## config.mk

```make
export PLATFORM = sky130hd
export DESIGN_NAME = ptp_ka10_punch
export DESIGN_NICKNAME = d
export VERILOG_FILES = /design/src/rtl/ptp_pkg.sv /design/src/rtl/ptp_ka10_punch_edge_det.sv /design/src/rtl/ptp_ka10_punch.sv
export SDC_FILE = /design/constraint.sdc
export NUM_CORES = 1
export LEC_CHECK = 0
export ABC_AREA = 1
export BUFFER_PORTS_ARGS = -buffer_cell sky130_fd_sc_hd__buf_2
export CAP_MARGIN = 0
export CORE_UTILIZATION = 39
export CTS_CLUSTER_SIZE = 14
export DETAILED_ROUTE_END_ITERATION = 10
export PLACE_DENSITY_LB_ADDON = 0.1
export SETUP_SLACK_MARGIN = 0.05
export SYNTH_ARGS = -nofsm -noshare
export SYNTH_HDL_FRONTEND = slang
export SYNTH_SLANG_ARGS = --single-unit
```

## constraint.sdc

```tcl
create_clock -name clk -period 1.3 [get_ports clk]
set_input_delay 0.13 -clock clk [delete_from_list [all_inputs] [get_ports clk]]
set_output_delay 0.13 -clock clk [all_outputs]
set_load 0.01 [all_outputs]
```

## src/rtl/ptp_pkg.sv

```systemverilog
// Shared definitions for the KA10 paper-tape punch: device code, status layout
// and the punched-byte formatter.
package ptp_pkg;

    localparam logic [6:0] PTP_DEVCODE = 7'b0010000;

    localparam int unsigned PIA_LSB  = 0;
    localparam int unsigned PIA_MSB  = 2;
    localparam int unsigned DONE_BIT = 3;
    localparam int unsigned BUSY_BIT = 4;
    localparam int unsigned BIN_BIT  = 5;

    localparam logic [7:0] BIN_MASK = 8'h80;

    // Packs in CONI order: bin(040) busy(020) done(010) pia(07).
    typedef struct packed {
        logic       bin;
        logic       busy;
        logic       done;
        logic [2:0] pia;
    } status_t;

    // Tape feed punches blank tape; binary mode forces the sprocket/marker hole.
    function automatic logic [7:0] punch_byte(input logic bin, input logic feed,
                                              input logic [7:0] data);
        if (feed)
            return 8'h00;
        else if (bin)
            return BIN_MASK | {2'b00, data[5:0]};
        else
            return data;
    endfunction

endpackage

```

## src/rtl/ptp_ka10_punch_edge_det.sv

```systemverilog
// One-clock rising-edge pulse from a level strobe.
module edge_det (
    input  logic clk,
    input  logic reset,
    input  logic level,
    output logic pulse
);

    logic prev;

    always_ff @(posedge clk or negedge reset) begin
        if (!reset)
            prev <= 1'b0;
        else
            prev <= level;
    end

    assign pulse = level & ~prev;

endmodule

```

## src/rtl/ptp_ka10_punch.sv

```systemverilog
// KA10 paper-tape punch (device 100): CONO/DATAO/CONI decode, PI request and
// a host-side read port that drains each punched byte.
module ptp_ka10_punch
    import ptp_pkg::*;
#(
    parameter logic [6:0] DEVCODE = PTP_DEVCODE
) (
    input  logic        clk,
    input  logic        reset,
    input  logic        iobus_iob_poweron,
    input  logic        iobus_iob_reset,
    input  logic        iobus_datao_clear,
    input  logic        iobus_datao_set,
    input  logic        iobus_cono_clear,
    input  logic        iobus_cono_set,
    input  logic        iobus_iob_fm_datai,
    input  logic        iobus_iob_fm_status,
    input  logic [3:9]  iobus_ios,
    input  logic [0:35] iobus_iob_in,
    output logic [1:7]  iobus_pi_req,
    output logic [0:35] iobus_iob_out,
    input  logic        key_tape_feed,
    input  logic        s_read,
    output logic [31:0] s_readdata,
    output logic        fe_data_rq
);

    logic       selected;
    logic       sync_clear;
    logic       cono_clear_p, cono_set_p, datao_clear_p, datao_set_p, read_p;
    logic [5:0] cono_bits;
    logic [7:0] datao_bits;

    status_t    status, status_n;
    logic [7:0] data_buf, data_buf_n;
    logic       feed, feed_n;
    logic       fe_rq, fe_rq_n;

    logic unused;

    assign selected   = (iobus_ios == DEVCODE);
    assign sync_clear = ~iobus_iob_poweron | iobus_iob_reset;
    assign cono_bits  = iobus_iob_in[30:35];
    assign datao_bits = iobus_iob_in[28:35];
    assign unused     = &{1'b0, iobus_iob_fm_datai, iobus_iob_in[0:27]};

    edge_det u_cono_clear  (.clk(clk), .reset(reset), .level(iobus_cono_clear),  .pulse(cono_clear_p));
    edge_det u_cono_set    (.clk(clk), .reset(reset), .level(iobus_cono_set),    .pulse(cono_set_p));
    edge_det u_datao_clear (.clk(clk), .reset(reset), .level(iobus_datao_clear), .pulse(datao_clear_p));
    edge_det u_datao_set   (.clk(clk), .reset(reset), .level(iobus_datao_set),   .pulse(datao_set_p));
    edge_det u_read        (.clk(clk), .reset(reset), .level(s_read),            .pulse(read_p));

    // Later assignments win: completion, then feed, then bus writes, so a
    // DATAO landing with a host read re-arms busy after the completion.
    always_comb begin
        status_n   = status;
        data_buf_n = data_buf;
        feed_n     = feed;
        fe_rq_n    = fe_rq;

        if (status.busy && !fe_rq)
            fe_rq_n = 1'b1;

        if (read_p && fe_rq) begin
            fe_rq_n       = 1'b0;
            status_n.busy = 1'b0;
            if (!feed)
                status_n.done = 1'b1;
            feed_n = 1'b0;
        end

        if (key_tape_feed && !status.busy) begin
            feed_n        = 1'b1;
            status_n.busy = 1'b1;
        end

        if (selected) begin
            if (cono_clear_p)
                status_n = '0;
            if (cono_set_p)
                status_n = status_t'(status_n | cono_bits);
            if (datao_clear_p)
                data_buf_n = '0;
            if (datao_set_p) begin
                data_buf_n    = data_buf_n | datao_bits;
                status_n.busy = 1'b1;
                status_n.done = 1'b0;
                feed_n        = 1'b0;
            end
        end
    end

    always_ff @(posedge clk or negedge reset) begin
        if (!reset) begin
            status   <= '0;
            data_buf <= '0;
            feed     <= 1'b0;
            fe_rq    <= 1'b0;
        end else if (sync_clear) begin
            status   <= '0;
            data_buf <= '0;
            feed     <= 1'b0;
            fe_rq    <= 1'b0;
        end else begin
            status   <= status_n;
            data_buf <= data_buf_n;
            feed     <= feed_n;
            fe_rq    <= fe_rq_n;
        end
    end

    always_comb begin
        iobus_pi_req = '0;
        for (int unsigned i = 1; i <= 7; i++)
            iobus_pi_req[i] = status.done && (status.pia == i[2:0]);
    end

    assign iobus_iob_out = (selected && iobus_iob_fm_status) ? {30'b0, status} : '0;
    assign s_readdata    = {24'b0, punch_byte(status.bin, feed, data_buf)};
    assign fe_data_rq    = fe_rq;

endmodule

```

==> results of run 1 <==
[cell families after synthesis]
logic type	synth area share
AND/OR/NAND/NOR	0.266
flip-flops	0.327
other	0.00234
buffers and inverters	0.352
AO/OA/AOI/OAI	0.0530
[power breakdown]
group	internal, µW	total, µW	switching (µW)
registers	665	674	8.92
clock network	218	418	200
logic	66.3	220	154
total	949	1310	363
[cell usage after synthesis]
cell type,number,area share
a21oi_1,2,0.0062
and2_1,1,0.0039
buf_2,1,0.0031
buf_4,54,0.25
buf_6,3,0.021
clkbuf_1,1,0.0023
conb_1,1,0.0023
dfrtp_1,21,0.33
inv_1,31,0.072
nand2_1,54,0.13
nand3_1,18,0.056
nor2_1,22,0.051
nor2_2,3,0.012
nor2_4,1,0.0070
nor3_1,3,0.0094
o211a_1,1,0.0062
o21ai_0,8,0.025
o22ai_1,4,0.016
[registers in the layout, indices dropped and copies added (netlist names)]
| register | flops |
|---|---|
| u_datao_clear.prev | 1 |
| u_cono_set.prev | 1 |
| data_buf | 8 |
| u_datao_set.prev | 1 |
| fe_data_rq | 1 |
| status | 6 |
| u_read.prev | 1 |
| feed | 1 |
| u_cono_clear.prev | 1 |
[worst register-to-register path, cell delays in order (launching register included)]
cell	delay [ns]
dfrtp_1	0.36
nor2_1	0.33
nand3_1	0.16
nand3_1	0.09
nand2_1	0.05
[final timing paths]
check                                             from                      end  slack (ns)  cells past startpoint
min                                      key_tape_feed           feed$_DFF_PN0_        0.14                      3
max in group asynchronous                        reset    status[0]$_DFFE_PN0P_        0.57                      2
max                              status[0]$_DFFE_PN0P_          iobus_pi_req[6]        0.09                      2
min in group asynchronous                        reset  data_buf[0]$_DFFE_PN0P_        0.37                      2
min reg2reg                    data_buf[1]$_DFFE_PN0P_  data_buf[1]$_DFFE_PN0P_        0.50                      2
max reg2reg                u_cono_clear.prev$_DFF_PN0_      status[4]$_DFF_PN0_        0.21                      4
[cell type report]
type                    count  area, µm²  area share
repair buffers             62        363       0.197
well taps                  48       60.1      0.0327
flip-flops and latches     21        528       0.287
inverters                  31        116      0.0633
multi-input cells         171        727       0.395
clock buffers               4       45.0      0.0245
[repair_timing]
item	CTS	global route
setup buffers	0	4
resized for setup	2	11
setup endpoints to repair	4	23
cloned	0	0
hold buffers	6	0
endpoints found under the hold margin	26	0
[metrics by stage]
step	instances	area (µm²)
final	337	1840
after global routing	337	1840
after CTS	333	1800
after detailed placement	323	1690
after global placement	323	1690
after floorplan	282	1800
[routing by layer]
metal | vias to the layer above | GRT usage | part of all wire
met2 | 70 | 0.253 | 0.46
met5 | - | 0 | 0
met4 | 0 | 0.0559 | 0.0086
met3 | 2 | 0.0190 | 0.058
met1 | 589 | 0.211 | 0.47
li1 | 709 | - | -
==> flow_metrics.env, run 1 <==
export IMPL_final_nets=345
export IMPL_skew_ns=0.00620
export IMPL_path_cells="nor3_1 -> buf_2"
export IMPL_synth_distinct_cells=18
export IMPL_crit_arrival_ns=1.08
export IMPL_status="finished clean"
export IMPL_peakVddDrop_mv=0.277
export IMPL_ant_nets=0
export IMPL_path_buf_inv=1
export IMPL_hold_viol=0
export IMPL_powerDensity_nw_per_um2=713
export IMPL_cts_tree="yes"
export IMPL_vias=1370
export IMPL_fin_crit_ns=1.21
export IMPL_place_hpwl_mm=2.40
export IMPL_grt_max_degree=22
export IMPL_mostFrequentLayoutCell="conb_1"
export IMPL_seq_area_frac_synth=0.327
export IMPL_timing_setup_critical_path_class="reg -> out"
export IMPL_mappedNetlistArea_um2=1610
export IMPL_hold_slack_ns=0.140
export IMPL_portBuffers=47
export IMPL_rsz0062_at_grt="yes"
export IMPL_die_area_um2=4380
export IMPL_gp_congestion=0.760
export IMPL_ys_ff_latch=21
export IMPL_cp_top_family="flip-flops"
export IMPL_drive_gt1_frac=0.253
export IMPL_grt_pass1_wl_mm=5.15
export IMPL_cts_inserted_buffers=3
export IMPL_detail_route_vias_per_cell=4.07
export IMPL_finalSetupViolations=0
export IMPL_final_cell_mix="conb_1 (54), nand2_1 (51), buf_2 (47)"
export IMPL_cellLeakagePower_uw=0.00111
export IMPL_fmax_mhz=824
export IMPL_final_util=0.484
export IMPL_drc=0
export IMPL_dr_pass1_iters=4
export IMPL_grt_pass1_vias=1118
export IMPL_fp_coreArea_um2=3800
export IMPL_worstPathRequired_ns=1.17
export IMPL_holdCritPathClass="in -> reg"
export IMPL_slew_violations=0
export IMPL_post_route_period_util=0.933
export IMPL_setup_ws_ns=0.0865
export IMPL_grt_overflow_total=0
export IMPL_n_fill_cell=421
export IMPL_worstSkewPairLatency_ns=0.26
export IMPL_cts_root_buf="clkbuf_8"
export IMPL_pre_cts_slack_ns=0.111
export IMPL_io_pins=131
export IMPL_initial_core_util=0.423
export IMPL_cts_sinks=21
export IMPL_insertedDiodeCount=0
export IMPL_worst_path_max_delay_cell="dfrtp_2"
export IMPL_rows=22
export IMPL_grt_use_total=0.156
export IMPL_clk_pin_slew_worst_paths_ns=0.07
export IMPL_wire_per_inst_um=9.31
export IMPL_crit_path_end_kind="output pin"
export IMPL_die_w_um=66.2
export IMPL_cap_violations=0
export IMPL_die_h_um=66.2
export IMPL_syn2layout_area_growth_pct=14.6
export IMPL_worstSetupStartpointType="flip-flop"
export IMPL_clockBufferDepth=2
export IMPL_cp_slowest_stage_delay_ns=0.45
export IMPL_drt_wl_total_mm=3.14
export IMPL_synth_avg_cell_area_um2=7.01
export IMPL_h_tree_depth=1
export IMPL_drt_iter0_drc=54
export IMPL_antenna_found_initial=0
export IMPL_tns_ns=0
export IMPL_critPathMaxFanout=7
export IMPL_syn_instance_count=229
export IMPL_finalPower_uw=1310
export IMPL_yosys_warnings=0
No activity file was read; power rests on OpenSTA's default activity.
==> inputs of run 2 (changes only) <==
- BUFFER_PORTS_ARGS: -buffer_cell sky130_fd_sc_hd__buf_2 -> not set
- CORE_UTILIZATION: 39 -> 50
- CTS_BUF_LIST: not set -> sky130_fd_sc_hd__clkbuf_8 sky130_fd_sc_hd__clkbuf_16
- DONT_BUFFER_PORTS: not set -> 1
- RECOVER_POWER: not set -> 50
==> run 2 against run 1 <==
  * Setup slack worse by 0.018 ns
  * Final cell count decreased by 17%
  * Power fell by 2.7%
==> flow_metrics.env, run 2 (synthesized netlist as in run 1, its figures left out) <==
export IMPL_status="finished clean"
export IMPL_worst_r2r_setup_slack_ns=0.22
export IMPL_final_nets=293
export IMPL_p_sw_frac=0.287
export IMPL_skew_ns=0.00495
export IMPL_seqPwrFrac=0.528
export IMPL_cap_violations=0
export IMPL_dp_cells=271
export IMPL_gp_congestion=0.720
export IMPL_io_pins=131
export IMPL_dr_pass1_iters=4
export IMPL_r2r_end="status[4]$_DFF_PN0_"
export IMPL_timing_setup_critical_path_class="reg -> out"
export IMPL_path_cells="nor3_1"
export IMPL_antenna_found_initial=0
export IMPL_fin_crit_ns=1.23
export IMPL_h_tree_depth=1
export IMPL_worstSkewPairLatency_ns=0.26
export IMPL_drive_gt1_frac=0.0844
export IMPL_largest_reg_flops=8
export IMPL_grt_pass1_vias=967
export IMPL_worstSetupStartpointType="flip-flop"
export IMPL_die_h_um=58.7
export IMPL_drt_wl_total_mm=2.94
export IMPL_hold_slack_ns=0.0373
export IMPL_fin_cells=281
export IMPL_n_fill_cell=342
export IMPL_rsz0062_at_grt="yes"
export IMPL_place_hpwl_mm=2.19
export IMPL_r2r_start="u_cono_clear.prev$_DFF_PN0_"
export IMPL_path_buf_inv=0
export IMPL_pwr_share_comb=0.137
export IMPL_powerDensity_nw_per_um2=816
export IMPL_rows=20
export IMPL_insertedDiodeCount=0
export IMPL_fmax_mhz=812
export IMPL_r2r_cells=4
export IMPL_clockBufferDepth=2
export IMPL_tns_ns=0
export IMPL_grt_pass1_wl_mm=4.53
export IMPL_hold_path_end="feed$_DFF_PN0_"
export IMPL_wire_per_inst_um=10.5
export IMPL_cts_inserted_buffers=3
export IMPL_mostFrequentLayoutCell="conb_1"
export IMPL_slew_violations=0
export IMPL_initial_core_util=0.526
export IMPL_fp_coreArea_um2=3050
export IMPL_post_route_period_util=0.947
export IMPL_regArea_um2=526
export IMPL_worst_path_max_delay_cell="dfrtp_1"
export IMPL_die_w_um=58.7
export IMPL_ant_nets=0
export IMPL_design_area_um2=1570
export IMPL_critPathMaxFanout=7
export IMPL_cellLeakagePower_uw=0.000859
export IMPL_regMostFlops="data_buf"
export IMPL_holdPathStages=2
export IMPL_cts_root_buf="clkbuf_8"
export IMPL_grt_max_degree=22
export IMPL_clk_pin_slew_worst_paths_ns=0.07
export IMPL_placed_area_um2=1440
export IMPL_clock_power_share=0.335
export IMPL_min_from="key_tape_feed"
export IMPL_relSlewSlack=0.218
export IMPL_cts_sinks=21
export IMPL_holdCritPathClass="in -> reg"
export IMPL_crit_arrival_ns=1.10
export IMPL_syn2layout_area_growth_pct=-2.49
export IMPL_cp_slowest_stage_delay_ns=0.47
export IMPL_grt_overflow_total=0
export IMPL_peakVddDrop_mv=0.453
export IMPL_worstPathRequired_ns=1.17
export IMPL_die_area_um2=3440
export IMPL_finalSetupViolations=0
export IMPL_cts_tree="yes"
export IMPL_tightest_slew_ns=1.17
export IMPL_drt_iter0_drc=32
export IMPL_reg_largest_list="data_buf (8), status (6)"
export IMPL_drc=0
export IMPL_crit_path_end_kind="output pin"
export IMPL_netSwitchingPower_uw=367
export IMPL_portBuffers=0
export IMPL_multiInputGateArea_um2=743
export IMPL_grt_use_total=0.175
export IMPL_cts_setup_buffers=0
export IMPL_vias=1213
export IMPL_hold_viol=0
export IMPL_final_cell_mix="conb_1 (54), nand2_1 (53), inv_1 (30)"
export IMPL_detail_route_vias_per_cell=4.32
export IMPL_internal_power_uw=910
export IMPL_cp_top_family="flip-flops"
## run 2: cell types whose count changed in the layout (fill, tap and decap cells not counted), sizes merged
cell / delta
buf: -53
clkbuf: +1
dlygate4sd3: -1
inv: +1
## run 2: how the worst max path moves through the flow
| stage | cells past startpoint | startpoint | slack, ns | endpoint |
|---|---|---|---|---|
| 3_3_place_gp | 6 | iobus_ios[9] | 0.15 | iobus_iob_out[30] |
| 2_1_floorplan | 7 | iobus_ios[9] | 0.27 | iobus_iob_out[30] |
| 5_1_grt | 2 | status[3]$_DFF_PN0_ | 0.01 | iobus_pi_req[6] |
| 4_1_cts | 3 | status[1]$_DFFE_PN0P_ | 0.05 | iobus_pi_req[1] |
| 3_5_place_dp | 6 | iobus_ios[9] | 0.16 | iobus_iob_out[30] |
| 6_report | 1 | status[0]$_DFFE_PN0P_ | 0.07 | iobus_pi_req[4] |
## run 2: repair_timing
item                       CTS  global route
pin swaps                    0             0
gates resized for setup      1            11
hold endpoints to repair    26             0
setup endpoints to repair    1            29
hold buffers                 6             0
## run 2: cell type report
cell class | count | area share
repair buffers | 10 | 0.0512
flip-flops and latches | 21 | 0.336
inverters | 31 | 0.0743
clock buffers | 3 | 0.0264
multi-input cells | 171 | 0.475
clock inverters | 1 | 0.00240
well taps | 44 | 0.0352
## run 2: power groups by stage
stage	logic [µW]	registers (µW)	clock network, µW
2_1_floorplan	256	681	0
3_3_place_gp	150	687	0
3_5_place_dp	150	687	0
4_1_cts	178	674	443
5_1_grt	201	676	473
6_report	175	674	428
## run 2: per-layer routing
metal,GRT usage,wire [µm]
met5,0,0
met4,0.0714,35
met3,0.0352,205
met2,0.269,1330
met1,0.240,1370
## run 2: per-stage QoR
stage,setup WS [ns],power [µW],util
floorplan,0.265,938,-
global route,0.00984,1350,0.513
CTS,0.0493,1290,0.508
detailed placement,0.158,837,0.472
finish,0.0688,1280,0.513
global placement,0.146,837,0.472
